## config.mk

```make
export PLATFORM = sky130hd
export DESIGN_NAME = io_gpio_bank
export DESIGN_NICKNAME = d
export VERILOG_FILES = /design/src/rtl/io_gpio_bank.sv
export SDC_FILE = /design/constraint.sdc
export NUM_CORES = 1
export LEC_CHECK = 0
export BUFFER_PORTS_ARGS = -buffer_cell sky130_fd_sc_hd__buf_2
export CORE_MARGIN = 2
export CORE_UTILIZATION = 54
export CTS_CLUSTER_SIZE = 8
export DETAILED_ROUTE_END_ITERATION = 10
export GPL_ROUTABILITY_DRIVEN = 0
export GPL_TIMING_DRIVEN = 0
export PLACE_DENSITY = 0.76
export SETUP_SLACK_MARGIN = 0.5
export SLEW_MARGIN = 0
export SYNTH_ARGS = -nofsm -noshare
export SYNTH_HDL_FRONTEND = slang
export SYNTH_SLANG_ARGS = --single-unit
```

## constraint.sdc

```tcl
create_clock -name clk -period 2.1 [get_ports clk]
set_input_delay 0.315 -clock clk [delete_from_list [all_inputs] [get_ports clk]]
set_output_delay 0.315 -clock clk [all_outputs]
set_load 0.01 [all_outputs]
```

## src/rtl/io_gpio_bank.sv

```systemverilog
// io_gpio_bank: IO-mapped GPIO bank with synchronised inputs, rising-edge capture, masked irq.
// Define IO_TIMER_EN to add the prescaled 16-bit TIMER register at BASE+5.
module io_gpio_bank #(
  parameter int          GPIO_W      = 8,
  parameter int          SYNC_STAGES = 2,
  parameter logic [5:0]  BASE        = 6'd8,
  parameter int          TICK_DIV    = 12000
) (
  input  logic              clk,
  input  logic              reset,
  input  logic              io_rd,
  input  logic              io_wr,
  input  logic [5:0]        mem_addr,
  input  logic [15:0]       dout,
  output logic [15:0]       io_din,
  output logic              io_sel,
  input  logic [GPIO_W-1:0] gpio_in,
  output logic [GPIO_W-1:0] gpio_out,
  output logic [GPIO_W-1:0] gpio_oe,
  output logic              irq
);
  logic              r_io_rd, r_io_wr;
  logic [15:0]       r_dout;
  logic [5:0]        r_io_addr;
  logic [GPIO_W-1:0] r_out, r_oe, r_edge, r_mask, r_prev;
  logic [GPIO_W-1:0] r_sync [SYNC_STAGES];
  logic              r_irq;
  logic [6:0]        w_off;
  logic              w_we;
  logic [GPIO_W-1:0] w_wd, w_in, w_rise, w_clr;
  logic [15:0]       w_timer;
  logic              w_unused;
  // 7-bit difference so addresses below BASE go negative instead of wrapping into range
  assign w_off    = {1'b0, r_io_addr} - {1'b0, BASE};
  assign io_sel   = w_off <= 7'd5;
  assign w_we     = r_io_wr & io_sel;
  assign w_wd     = r_dout[GPIO_W-1:0];
  assign w_in     = r_sync[SYNC_STAGES-1];
  assign w_rise   = w_in & ~r_prev;
  assign w_clr    = (w_we && w_off[2:0] == 3'd3) ? w_wd : '0;
  assign gpio_out = r_out;
  assign gpio_oe  = r_oe;
  assign irq      = r_irq;
  assign w_unused = ^{r_io_rd, r_dout};
  assign io_din   = !io_sel ? 16'h0 :
                    w_off[2:0] == 3'd0 ? 16'(r_out) :
                    w_off[2:0] == 3'd1 ? 16'(r_oe) :
                    w_off[2:0] == 3'd2 ? 16'(w_in) :
                    w_off[2:0] == 3'd3 ? 16'(r_edge) :
                    w_off[2:0] == 3'd4 ? 16'(r_mask) : w_timer;
  always_ff @(posedge clk) begin
    if (reset) begin
      r_io_rd   <= 1'b0;
      r_io_wr   <= 1'b0;
      r_dout    <= '0;
      r_io_addr <= '0;
      r_out     <= '0;
      r_oe      <= '0;
      r_edge    <= '0;
      r_mask    <= '0;
      r_prev    <= '0;
      r_irq     <= 1'b0;
      for (int i = 0; i < SYNC_STAGES; i++) r_sync[i] <= '0;
    end else begin
      r_io_rd <= io_rd;
      r_io_wr <= io_wr;
      r_dout  <= dout;
      if (io_rd || io_wr) r_io_addr <= mem_addr;
      r_sync[0] <= gpio_in;
      for (int i = 1; i < SYNC_STAGES; i++) r_sync[i] <= r_sync[i-1];
      r_prev <= w_in;
      // a coincident rising edge beats the write-1-to-clear
      r_edge <= (r_edge & ~w_clr) | w_rise;
      r_irq  <= |(r_edge & r_mask);
      if (w_we && w_off[2:0] == 3'd0) r_out  <= w_wd;
      if (w_we && w_off[2:0] == 3'd1) r_oe   <= w_wd;
      if (w_we && w_off[2:0] == 3'd4) r_mask <= w_wd;
    end
  end
`ifdef IO_TIMER_EN
  localparam int PW = TICK_DIV > 1 ? $clog2(TICK_DIV) : 1;
  logic [PW-1:0] r_pre;
  logic [15:0]   r_timer;
  logic          w_tick;
  assign w_tick  = r_pre == PW'(TICK_DIV - 1);
  assign w_timer = r_timer;
  always_ff @(posedge clk) begin
    if (reset) begin
      r_pre   <= '0;
      r_timer <= '0;
    end else if (w_we && w_off[2:0] == 3'd5) begin
      r_pre   <= '0;
      r_timer <= r_dout;
    end else begin
      r_pre <= w_tick ? '0 : r_pre + 1'b1;
      if (w_tick) r_timer <= r_timer + 16'd1;
    end
  end
`else
  assign w_timer = 16'h0;
`endif
endmodule

```

==> reports/metrics.yaml <==
cts:
  insertion_delay_ns: 0.34
  cts.clk_slew.worst_paths_ns: 0.07
  cts_tree: "done"
  htreeDepth: 3
  hold_buffers: 0
  cts_max_path_buffers: 2
  cts_buffers: 9
  root_buffer: "clkbuf_8"
  cts_sinks: 72
synth:
  ys.flop_type: "dfxtp_1"
  yosysWarnings: 0
  synth_top_family_by_area: "simple AND/OR/NAND/NOR gates"
  yosysSeqAreaShare_pct: 46.7
  synth_top_cell_area_share_pct: 46.7
  netlist_area_um2: 3090
  synth_cell_type_count: 29
  synth-edff-count: 0
  yosys.area.top_type: "dfxtp_1"
  async_reset_ff_share_pct: 0
  synthCells: 351
  synth-compound-area-share_pct: 11.6
  synth_simple_gate_area_share_pct: 25.4
  synth_mux_area_share_pct: 7.78
  avgSynthCellArea_um2: 8.80
  synthAdderAreaFrac_pct: 1.22
  synth_area_leaders: "dfxtp_1 (47%), nand2b_1 (9.7%), mux2i_1 (7.8%)"
  synth_xor_area_share_pct: 0
  ys_ff_latch: 72
timing:
  tightest_slew_ns: 0.534
  slew_headroom_pct: 64.4
  setup_viol: 9
  finalCriticalPeriod_ns: 2.27
  slew_viol_final: 0
  fin_crit_sh_pct: 108
  worst_clock_skew_ns: 0.00782
  fin_ws_ns: -0.166
  fmax_ghz: 0.441
  finalHoldViolations: 0
  rsz0062_at_grt: "yes"
placement:
  hpwl_um: 5090
  io_buffers: 50
  place_inst: 480
power_and_ir_drop:
  cellLeakagePower_nw: 1.73
  p_per_area_nw_per_um2: 756
  power_w: 0.00301
  ir_drop_mv: 0.621
grt:
  use_met2_pct: 39.2
  antenna_found_initial: 0
  grt_pass1_vias: 2384
  overflow: 0
  use_met3_pct: 5.54
  grt_max_degree: 13
  grt_pass1_wl_um: 11300
  grtUsageTotal_pct: 23.5
  top_usage_layer: "met2"
  grt_util_met1_pct: 30.2
layout:
  finalNetCount: 463
  syn_to_final_growth_pct: 28.8
  final_layout_size_suffix_gt1_share_pct: 28.1
  fillCellCount: 449
  antenna-diode-count: 0
  finalNonFillerCells: 503
  layout_commonest_cell: "dfxtp_1"
  final_cell_mix: "dfxtp_1 (69), buf_2 (49), nand2b_1 (48), nor2b_1 (33), nor2_1 (26)"
detailed_routing:
  remaining_drc_errors: 0
  vias_per_cell: 5.07
  drt_wl_total_um: 7030
  drt-initial-drc-count: 190
  routedWlPerCell_um: 14.0
  ant_nets: 0
  dr_total_vias: 2550
  firstDrtPassIters: 4
worst_setup_path:
  cp_top_family: "simple AND/OR/NAND/NOR gates"
  rr_startpoint: "r_io_addr[3]"
  crit_slowest_cell: "dfxtp_4"
  critPathKind: "flip-flop to output port"
  critPathBufInv: 3
  reg2reg_depth: 8
  ff2ff_setup_slack_ns: 0.25
  crit_chain: "inv_2 -> ha_4 -> and4b_1 -> a22oi_2 -> or2_4 -> clkbuf_16 -> nor3_4 -> buf_2"
  cp-start-kind: "flip-flop"
  worstSetupEndpointType: "output port"
  required_ns: 1.78
  regToRegEndpoint: "gpio_out[4]"
  arrival_ns: 1.95
  path_max_fanout: 5
  slowest_delay_ns: 0.37
floorplanning:
  die_area_um2: 6340
  chipWidth_um: 79.6
  ioPinCount: 68
  rows: 27
  core_um2: 5510
  start_util_pct: 56.1
  die_y_um: 79.6
run_status:
  status: "finished, violations left"
  violations: "negative setup slack"
hold_path:
  hold_end: "r_dout[0]"
  hp-start: "dout[0]"
  min_path_type: "primary input to flip-flop"
  hold-path-cell-count: 2
run:
  maxCapViolCount: 0
[synthesized netlist by cell type, types with 7 or more instances]
master    number
a21oi_1       22
a22oi_1       13
buf_4          9
clkbuf_1      19
dfxtp_1       72
inv_1         19
mux2i_1       24
nand2_1        7
nand2b_1      48
nand3_1        9
nor2_1        26
nor2b_1       33
nor3_1         9
o21ai_0       14
o22ai_1        8
[worst register-to-register path: stages (launching register included)]
cell     delay [ns]
dfxtp_4        0.37
inv_2          0.05
ha_4           0.24
and4b_1        0.19
a22oi_2        0.09
buf_4          0.17
nor4b_2        0.24
buf_4          0.23
mux2i_1        0.21
[metrics by stage]
step	setup TNS, ns	hold WS [ns]	setup WS, ns	util, %	instance area [um^2]
after floorplan	0	0.414	0.293	-	3260
after global placement	-0.100	0.419	-0.0178	65.3	3600
after detailed placement	-0.318	0.420	-0.0639	65.3	3600
after CTS	-1.49	0.164	-0.187	71.7	3950
after global routing	-2.13	0.165	-0.272	72.3	3980
final	-1.29	0.175	-0.166	72.3	3980
[cell families after synthesis]
kind of cell             Yosys count
AND/OR/NAND/NOR                  140
other                              1
AO/OA/AOI/OAI                     61
buffers and inverters             50
adder cells (fa/ha/maj)            3
multiplexers                      24
flip-flops                        72
[what timing repair did]
action                                  4_1_cts  5_1_grt
endpoints found under the setup margin       41       41
resized for setup                            30        9
pin swaps                                     4        2
hold endpoints to repair                      0        0
setup buffers                                 6        0
gates cloned                                  1        0
[state kept, by name (all words and copies together), names as in the netlist]
register / flops
r_prev: 8
r_io_addr: 6
gpio_oe: 8
r_mask: 8
r_io_wr: 1
irq: 1
r_edge: 8
r_dout: 8
gpio_out: 8
r_sync: 16
[worst max-delay path by stage]
stage	from	end	slack [ns]	depth (start not counted)
floorplan	r_io_addr[3]	io_din[0]	0.29	7
detailed placement	r_io_addr[3]	r_edge[3]	-0.06	6
finish	r_io_addr[3]	io_din[5]	-0.17	8
global route	r_io_addr[3]	io_din[7]	-0.27	8
CTS	r_io_addr[3]	io_din[5]	-0.19	8
global placement	r_io_addr[3]	r_edge[6]	-0.02	6
[metal layers]
layer | vias to the layer above | share of wire, %
met1 | 1164 | 46
li1 | 1301 | -
met3 | 7 | 5.9
met5 | - | 0
met4 | 0 | 1.1
met2 | 78 | 47
[power breakdown]
| group | internal [W] | total (W) | switching, W |
|---|---|---|---|
| Sequential | 0.00143 | 0.00148 | 0.0000512 |
| Clock | 0.000695 | 0.00120 | 0.000508 |
| Combinational | 0.000144 | 0.000330 | 0.000186 |
[final cells by class]
cell class              instances  area (um^2)  area share, %
repair buffers                 57          323           8.11
clock inverters                 6         82.6           2.08
flip-flops and latches         72         1450           36.4
plain buffers                  30          200           5.03
inverters                      20         77.6           1.95
clock buffers                  10          138           3.46
well taps                      72         90.1           2.26
multi-input cells             236         1620           40.7
Power figures use the tool's default switching activity.
